===== src/rtl/aes_key_schedule.sv =====
// Iterative AES-128/192/256 key expansion: one schedule word per cycle,
// grouped into 128-bit round keys delivered 0..Nr on a valid/ready stream.
module aes_key_schedule #(
    parameter int MAX_KEY_BITS = 256,
    parameter int SBOX_REG     = 0
) (
    input  logic         clk,
    input  logic         rst,
    input  logic         start,
    input  logic [1:0]   key_len,
    input  logic [255:0] key_in,
    output logic         busy,
    output logic         start_err,
    output logic         rk_valid,
    input  logic         rk_ready,
    output logic [3:0]   rk_index,
    output logic [127:0] rk_out,
    output logic         done
);

    typedef enum logic [1:0] {IDLE, LOAD, GEN, DRAIN} state_t;

    localparam logic [2047:0] SBOX = {
        128'h637c777bf26b6fc53001672bfed7ab76, 128'hca82c97dfa5947f0add4a2af9ca472c0,
        128'hb7fd9326363ff7cc34a5e5f171d83115, 128'h04c723c31896059a071280e2eb27b275,
        128'h09832c1a1b6e5aa0523bd6b329e32f84, 128'h53d100ed20fcb15b6acbbe394a4c58cf,
        128'hd0efaafb434d338545f9027f503c9fa8, 128'h51a3408f929d38f5bcb6da2110fff3d2,
        128'hcd0c13ec5f974417c4a77e3d645d1973, 128'h60814fdc222a908846eeb814de5e0bdb,
        128'he0323a0a4906245cc2d3ac629195e479, 128'he7c8376d8dd54ea96c56f4ea657aae08,
        128'hba78252e1ca6b4c6e8dd741f4bbd8b8a, 128'h703eb5664803f60e613557b986c11d9e,
        128'he1f8981169d98e949b1e87e9ce5528df, 128'h8ca1890dbfe6426841992d0fb054bb16
    };

    // Byte x lives at the (255-x)th byte from the LSB end, i.e. offset ~x.
    function automatic logic [7:0] sbox(input logic [7:0] x);
        logic [10:0] pos;
        pos = {~x, 3'b000};
        return SBOX[pos +: 8];
    endfunction

    function automatic logic [31:0] sub_word(input logic [31:0] w);
        return {sbox(w[31:24]), sbox(w[23:16]), sbox(w[15:8]), sbox(w[7:0])};
    endfunction

    function automatic logic [31:0] rot_word(input logic [31:0] w);
        return {w[23:0], w[31:24]};
    endfunction

    function automatic logic [7:0] xtime(input logic [7:0] b);
        return {b[6:0], 1'b0} ^ (b[7] ? 8'h1b : 8'h00);
    endfunction

    state_t        state;
    logic [255:0]  key_q;
    logic [2:0]    nk_m1;
    logic [5:0]    last_idx;
    logic [5:0]    cnt;
    logic [2:0]    mod_cnt;
    logic [7:0]    rcon;
    logic [31:0]   win [0:7];
    logic [31:0]   asm_buf [0:2];
    logic [31:0]   sub_q;
    logic          sub_vld;

    logic          key_ok;
    logic [2:0]    new_nk_m1;
    logic [5:0]    new_last;
    logic [255:0]  key_sh;
    logic          is_rot;
    logic          need_sub;
    logic [31:0]   sub_in;
    logic [31:0]   sub_res;
    logic [31:0]   temp;
    logic [31:0]   new_word;
    logic          sub_ok;
    logic          accept;
    logic          adv;

    // Decode the requested key length against the widest supported key.
    always_comb begin
        key_ok    = 1'b0;
        new_nk_m1 = 3'd3;
        new_last  = 6'd43;
        case (key_len)
            2'b00: begin key_ok = (MAX_KEY_BITS >= 128); new_nk_m1 = 3'd3; new_last = 6'd43; end
            2'b01: begin key_ok = (MAX_KEY_BITS >= 192); new_nk_m1 = 3'd5; new_last = 6'd51; end
            2'b10: begin key_ok = (MAX_KEY_BITS >= 256); new_nk_m1 = 3'd7; new_last = 6'd59; end
            default: key_ok = 1'b0;
        endcase
    end

    // Next schedule word and the handshake that decides whether it is produced this cycle.
    always_comb begin
        key_sh   = key_q << {cnt[2:0], 5'b00000};
        is_rot   = (mod_cnt == 3'd0);
        need_sub = (state == GEN) && (is_rot || (nk_m1 == 3'd7 && mod_cnt == 3'd4));
        sub_in   = is_rot ? rot_word(win[0]) : win[0];
        sub_res  = (SBOX_REG != 0) ? sub_q : sub_word(sub_in);
        temp     = win[0];
        if (need_sub) temp = is_rot ? (sub_res ^ {rcon, 24'h0}) : sub_res;
        new_word = (state == LOAD) ? key_sh[255:224] : (win[nk_m1] ^ temp);
        sub_ok   = (SBOX_REG == 0) || !need_sub || sub_vld;
        accept   = rk_valid && rk_ready;
        // The 4th word of a group may only land when the output register can take it.
        adv      = (state == LOAD || state == GEN) && sub_ok &&
                   (cnt[1:0] != 2'd3 || !rk_valid || rk_ready);
    end

    // Job FSM, word window, round-key assembly and output register.
    always_ff @(posedge clk or posedge rst) begin
        if (rst) begin
            state     <= IDLE;
            busy      <= 1'b0;
            start_err <= 1'b0;
            rk_valid  <= 1'b0;
            rk_index  <= 4'd0;
            rk_out    <= 128'd0;
            done      <= 1'b0;
            key_q     <= 256'd0;
            nk_m1     <= 3'd3;
            last_idx  <= 6'd43;
            cnt       <= 6'd0;
            mod_cnt   <= 3'd0;
            rcon      <= 8'h01;
            sub_q     <= 32'd0;
            sub_vld   <= 1'b0;
            for (int k = 0; k < 8; k++) win[k] <= 32'd0;
            for (int k = 0; k < 3; k++) asm_buf[k] <= 32'd0;
        end else begin
            start_err <= 1'b0;
            done      <= 1'b0;
            if (adv) begin
                sub_vld <= 1'b0;
            end else if (SBOX_REG != 0 && need_sub && !sub_vld) begin
                sub_q   <= sub_word(sub_in);
                sub_vld <= 1'b1;
            end
            case (state)
                IDLE: begin
                    if (start) begin
                        if (key_ok) begin
                            key_q    <= key_in;
                            nk_m1    <= new_nk_m1;
                            last_idx <= new_last;
                            cnt      <= 6'd0;
                            mod_cnt  <= 3'd0;
                            rcon     <= 8'h01;
                            sub_vld  <= 1'b0;
                            busy     <= 1'b1;
                            state    <= LOAD;
                        end else begin
                            start_err <= 1'b1;
                        end
                    end
                end
                LOAD, GEN: begin
                    if (adv) begin
                        for (int k = 7; k > 0; k--) win[k] <= win[k-1];
                        win[0]  <= new_word;
                        cnt     <= cnt + 6'd1;
                        mod_cnt <= (mod_cnt == nk_m1) ? 3'd0 : mod_cnt + 3'd1;
                        if (state == GEN && is_rot) rcon <= xtime(rcon);
                        if (cnt[1:0] == 2'd3) begin
                            rk_out   <= {asm_buf[0], asm_buf[1], asm_buf[2], new_word};
                            rk_index <= cnt[5:2];
                            rk_valid <= 1'b1;
                        end else begin
                            asm_buf[cnt[1:0]] <= new_word;
                            if (accept) rk_valid <= 1'b0;
                        end
                        if (state == LOAD && cnt[2:0] == nk_m1) state <= GEN;
                        if (cnt == last_idx) state <= DRAIN;
                    end else if (accept) begin
                        rk_valid <= 1'b0;
                    end
                end
                DRAIN: begin
                    if (accept) begin
                        rk_valid <= 1'b0;
                        done     <= 1'b1;
                        busy     <= 1'b0;
                        state    <= IDLE;
                    end
                end
                default: state <= IDLE;
            endcase
        end
    end

endmodule

===== config.mk =====
export PLATFORM = sky130hd
export DESIGN_NAME = aes_key_schedule
export DESIGN_NICKNAME = d
export VERILOG_FILES = /design/src/rtl/aes_key_schedule.sv
export SDC_FILE = /design/constraint.sdc
export NUM_CORES = 2
export LEC_CHECK = 0
export ABC_AREA = 1
export CORE_MARGIN = 2
export CORE_UTILIZATION = 59
export DETAILED_ROUTE_END_ITERATION = 16
export PLACE_DENSITY_LB_ADDON = 0.05
export SETUP_SLACK_MARGIN = 0.15
export SYNTH_ARGS = -nofsm -noshare
export SYNTH_HDL_FRONTEND = slang
export SYNTH_SLANG_ARGS = --single-unit

===== constraint.sdc =====
create_clock -name clk -period 28.7 [get_ports clk]
set_input_delay 2.87 -clock clk [delete_from_list [all_inputs] [get_ports clk]]
set_output_delay 2.87 -clock clk [all_outputs]
set_load 0.02 [all_outputs]

**Yosys cells after proc, flatten, opt, wreduce, memory -nomap -nowiden**

Index checks and enable logic that the tools add are counted.

- Memories kept: 0
- Bits in latches: 0
- Bits in writable memories: 0
- Bits in read-only memories: 0
- Logic and storage cells: 138
- Flip-flop bits (word level): 772

- Bitwise logic cells: 10
- Add/subtract/negate cells: 2
- Div/mod/pow operators: 0
- Multipliers: 0
- Order comparisons: 3
- Multiplexer cells: 48
- Reductions and logical operators: 28
- Eq/ne operators: 18
- Shift-type cells: 5

Operator list:

| cell | number |
|---|---|
| indexed part select 2048 x 12 -> 8 bit (first input constant) | 4 |
| << shifter 256 x 8 -> 256 bit | 1 |
| two-way mux 32 bit | 7 |
| binary-select mux 32 bit (select 3 bit) | 1 |
| bitwise mux 96 bit | 1 |
| demux 32 bit (select 2 bit) | 1 |
| XOR 32 bit | 2 |
| two-way mux 8 bit | 4 |
| inverter 8 bit | 4 |
| two-way mux 6 bit | 3 |
| one-hot mux 8 bit (2 select lines) | 1 |
| two-way mux 1 bit | 12 |
| two-way mux 2 bit | 6 |
| two-way mux 3 bit | 4 |
| inequality test 2 bit (second input constant) | 6 |
| one-hot mux 3 bit (2 select lines) | 2 |
| one-hot mux 6 bit (2 select lines) | 1 |
| one-hot mux 5 bit (2 select lines) | 1 |
| AND reduction 5 bit | 2 |
| AND reduction 3 bit | 3 |
| == test 2 bit (second input constant) | 4 |
| AND reduction 4 bit | 2 |
| XOR 8 x 5 -> 8 bit | 1 |
| logical AND 1 bit | 7 |
| 24 further kinds | 34 |

**Logic depth before layout (Yosys ltp)**

- Depth after elaboration: 10
- Depth in mapped cells: 29
- Gate-level depth less buffers: 25

**Worst setup path before layout**

OpenSTA, ideal clock, no wires.

- Path kind: input -> register
- Start point: in key_len[0]
- End point: reg key_q[0]
- Data arrival time: 4357 ps
- Stages on the path: 7
- Slack: 24227 ps
- Setup time: 117 ps
- Path through: ha_1 -> nor3_1 -> clkinv_1 -> clkbuf_1 -> clkbuf_1 -> nand2_1 -> nand2_1

- Cells in the longest elaborated chain, start to end: 4

RTL lines:

| what | RTL line | text |
|---|---|---|
| start: declaration | 10 | `input logic [1:0] key_len,` |
| == test 2 bit (tied with other cells) | 84 | `case (key_len)` |
| OR reduction 3 bit (no line) * | - |  |
| two-way mux 1 bit * | 84 |  |
| AND reduction 3 bit (no line) * | - |  |
| end signal: assignment | 142 | `key_q <= key_in;` |
| end: declaration | 54 | `logic [255:0] key_q;` |

Every way passes the cells marked *; elsewhere a longest branch is shown, timed or not.
A chain may end at the register's enable or synchronous reset.

==> metrics.txt <==
CP startpoint kind=primary input; Syn Inst Count=6559; max_cap viols=0; Layout area overhead=14.32%; Fin. Hold Viols=0; Endpoint, Worst Hold=key_q[42]; grt total ovfl=0; Worst EP arrival=6680 ps; Core Box Area=75700 um2; Initial DRC Count=8917; vias in the first global route=48604; register area share after synthesis=42.61%; worst-skew pair later-pin latency=640 ps; Initial Util=59.36%; Crit Path Max Fanout=117; nets=7017; CTS H-tree depth=3; first-pass GRT wire length=284400 um; post-synth top area cell=dfrtp_1; Die Wd=280.0 um; CP max stage cell=buf_4; Hold Crit Start=key_q[42]; skew final=27.27 ps; Yosys cell types=40; placer congestion estimate=1.044; hold_buf cts=0; RSZ-0062 raised after global routing=false; worst r2r src=mod_cnt[0]; total wire length=188300 um; Worst Hold Class=reg -> reg; most frequent cell after synthesis=nand2_1; CP max stage delay=880 ps; predominant post-synthesis flop cell=dfrtp_1; pin count of the biggest net entering global routing=289; relative slew slack=12.64%; Synth Net Count=6884; # IOs=398; Peak Freq=165.2 MHz; Final setup violation count=0; Critical Path RT=29330 ps; setup TNS=0 ps; final antenna-violating net count=0; utilization after layout=67.87%; Post-DP HPWL=120600 um; post-cts repair resize count=0; syn_area_per_cell=6.851 um2; Cell Chain, Critical Path=clkdlybuf4s50_1 -> inv_8 -> buf_4 -> buf_4 -> buf_4; Post-CTS Setup Bufs=0; layout cells sized above 1=4.684%; slew of the pin with the lowest slew margin=1309 ps; synth top area cells=dfrtp_1 42%, nand2_1 24%, nand3_1 9.6%, o21ai_0 3.9%, nor2_1 2.7%; DRC=0; CP dominant cell by count=buf_4; GRT Util Overall=47.05%; asr flop ratio synth=100.0%; Yosys top cell area share=42.49%; Vias/cell=6.540; post-DR wirelength/cell=24.36 um; CP endpoint kind=asynchronous set/reset pin; worst hold path stage count=2; Synth Warn #=0; Final Max Tran Viols=0; Synth Cell Area=44940 um2; initial antenna violation count=7; R2R Setup Slk=22750 ps; DRT Pass-1 Iters=14; fin crit period=6054 ps; Via Count=50546; final hold slack=468.0 ps; Die H=280.0 um; placed cell area=48890 um2; Worst Reg-to-Reg Cells=23; RR Endpoint=rk_out[0]; critical path type=in -> async; fin crit share=21.09%; Synth Register Bits=765; CTS root buffer=clkbuf_16; die area=78390 um2; cell area after layout=51370 um2; CTS Buffer Depth=3; CTS Buf Count=75; Synth top cells by count=2930 x nand2_1, 863 x nand3_1, 763 x dfrtp_1; status=complete, no violations; Post-synth EDFFs=0; CTS sink count=765; TritonCTS clock tree=done; cell row count=101; Clk pin slew, worst setup/hold paths=60 ps; PortBufs=397
[layout make-up]
cell class	count	area, um2
fill	5812	24320
multi-input combinational	5072	22820
sequential	765	19150
timing repair buffer	460	4472
clock buffer	101	2085
tap	978	1224
inverter	318	1216
clock inverter	31	389.1
antenna	4	10.01
[sequential cells by signal (all words and copies together) (netlist names), 2 cells and up]
register  cells
key_q       256
win         256
rk_out      128
asm_buf      96
rcon          8
cnt           6
rk_index      4
mod_cnt       3
last_idx      2
state         2
[routing by layer]
| metal | track usage (%) | vias to the layer above | part of all wire (%) |
|---|---|---|---|
| met3 | 13.78 | 1173 | 13 |
| met2 | 69.83 | 4331 | 43 |
| met4 | 36.53 | 4 | 9.4 |
| met1 | 57.73 | 23535 | 34 |
| met5 | 0.1251 | - | 0.015 |
| li1 | - | 21503 | - |
[stage by stage]
step / worst slack (ps) / std cells
3_3_place_gp: 21990 / 7593
3_5_place_dp: 21940 / 7593
6_report: 22650 / 7729
2_1_floorplan: 4360 / 6559
5_1_grt: 22130 / 7727
4_1_cts: 22570 / 7725
[cell usage in the layout (no fill, tap or decap), drive strengths merged, types with 12 or more instances in the layout]
master / netlist / routed
nand2: 2981 / 2981
inv: 310 / 312
o22ai: 53 / 53
o221ai: 34 / 34
nand4: 24 / 24
o211ai: 127 / 127
dfrtp: 763 / 763
clkdlybuf4s50: 0 / 397
buf: 150 / 63
clkbuf: 254 / 101
a32oi: 22 / 22
o21ai: 438 / 438
nand3: 866 / 866
a21oi: 90 / 90
nor2: 337 / 337
nand3b: 12 / 12
ha: 63 / 63
nor3: 13 / 13
clkinv: 8 / 29
[logic make-up (layout without fill, tap and decap cells)]
group / count (synthesis) / count (layout) / synth area share [%]
other cells: 0 / 4 / 0
fa+ha+maj: 63 / 63 / 1.754
simple gates: 4235 / 4235 / 38.49
compound gates: 774 / 774 / 10.28
buf+inv: 722 / 910 / 6.872
flops: 765 / 765 / 42.61
[critical path: cells and delay by family]
family | cells | cell delay, ps
buf+inv | 5 | 3610
[worst max path at each step]
stage / slack (ps) / from / end / cells after the start
CTS: 22570 / rst / rk_out[103] / 5
global route: 22130 / rst / rk_out[55] / 5
finish: 22650 / rst / rk_out[57] / 5
global placement: 21990 / rst / rk_out[116] / 5
detailed placement: 21940 / rst / rk_out[53] / 5
floorplan: 4360 / rst / asm_buf[0] / 1
Power is left out: the tool's default activity adds up to more than one toggle a clock period on the data nets, which glitch-free logic cannot reach.
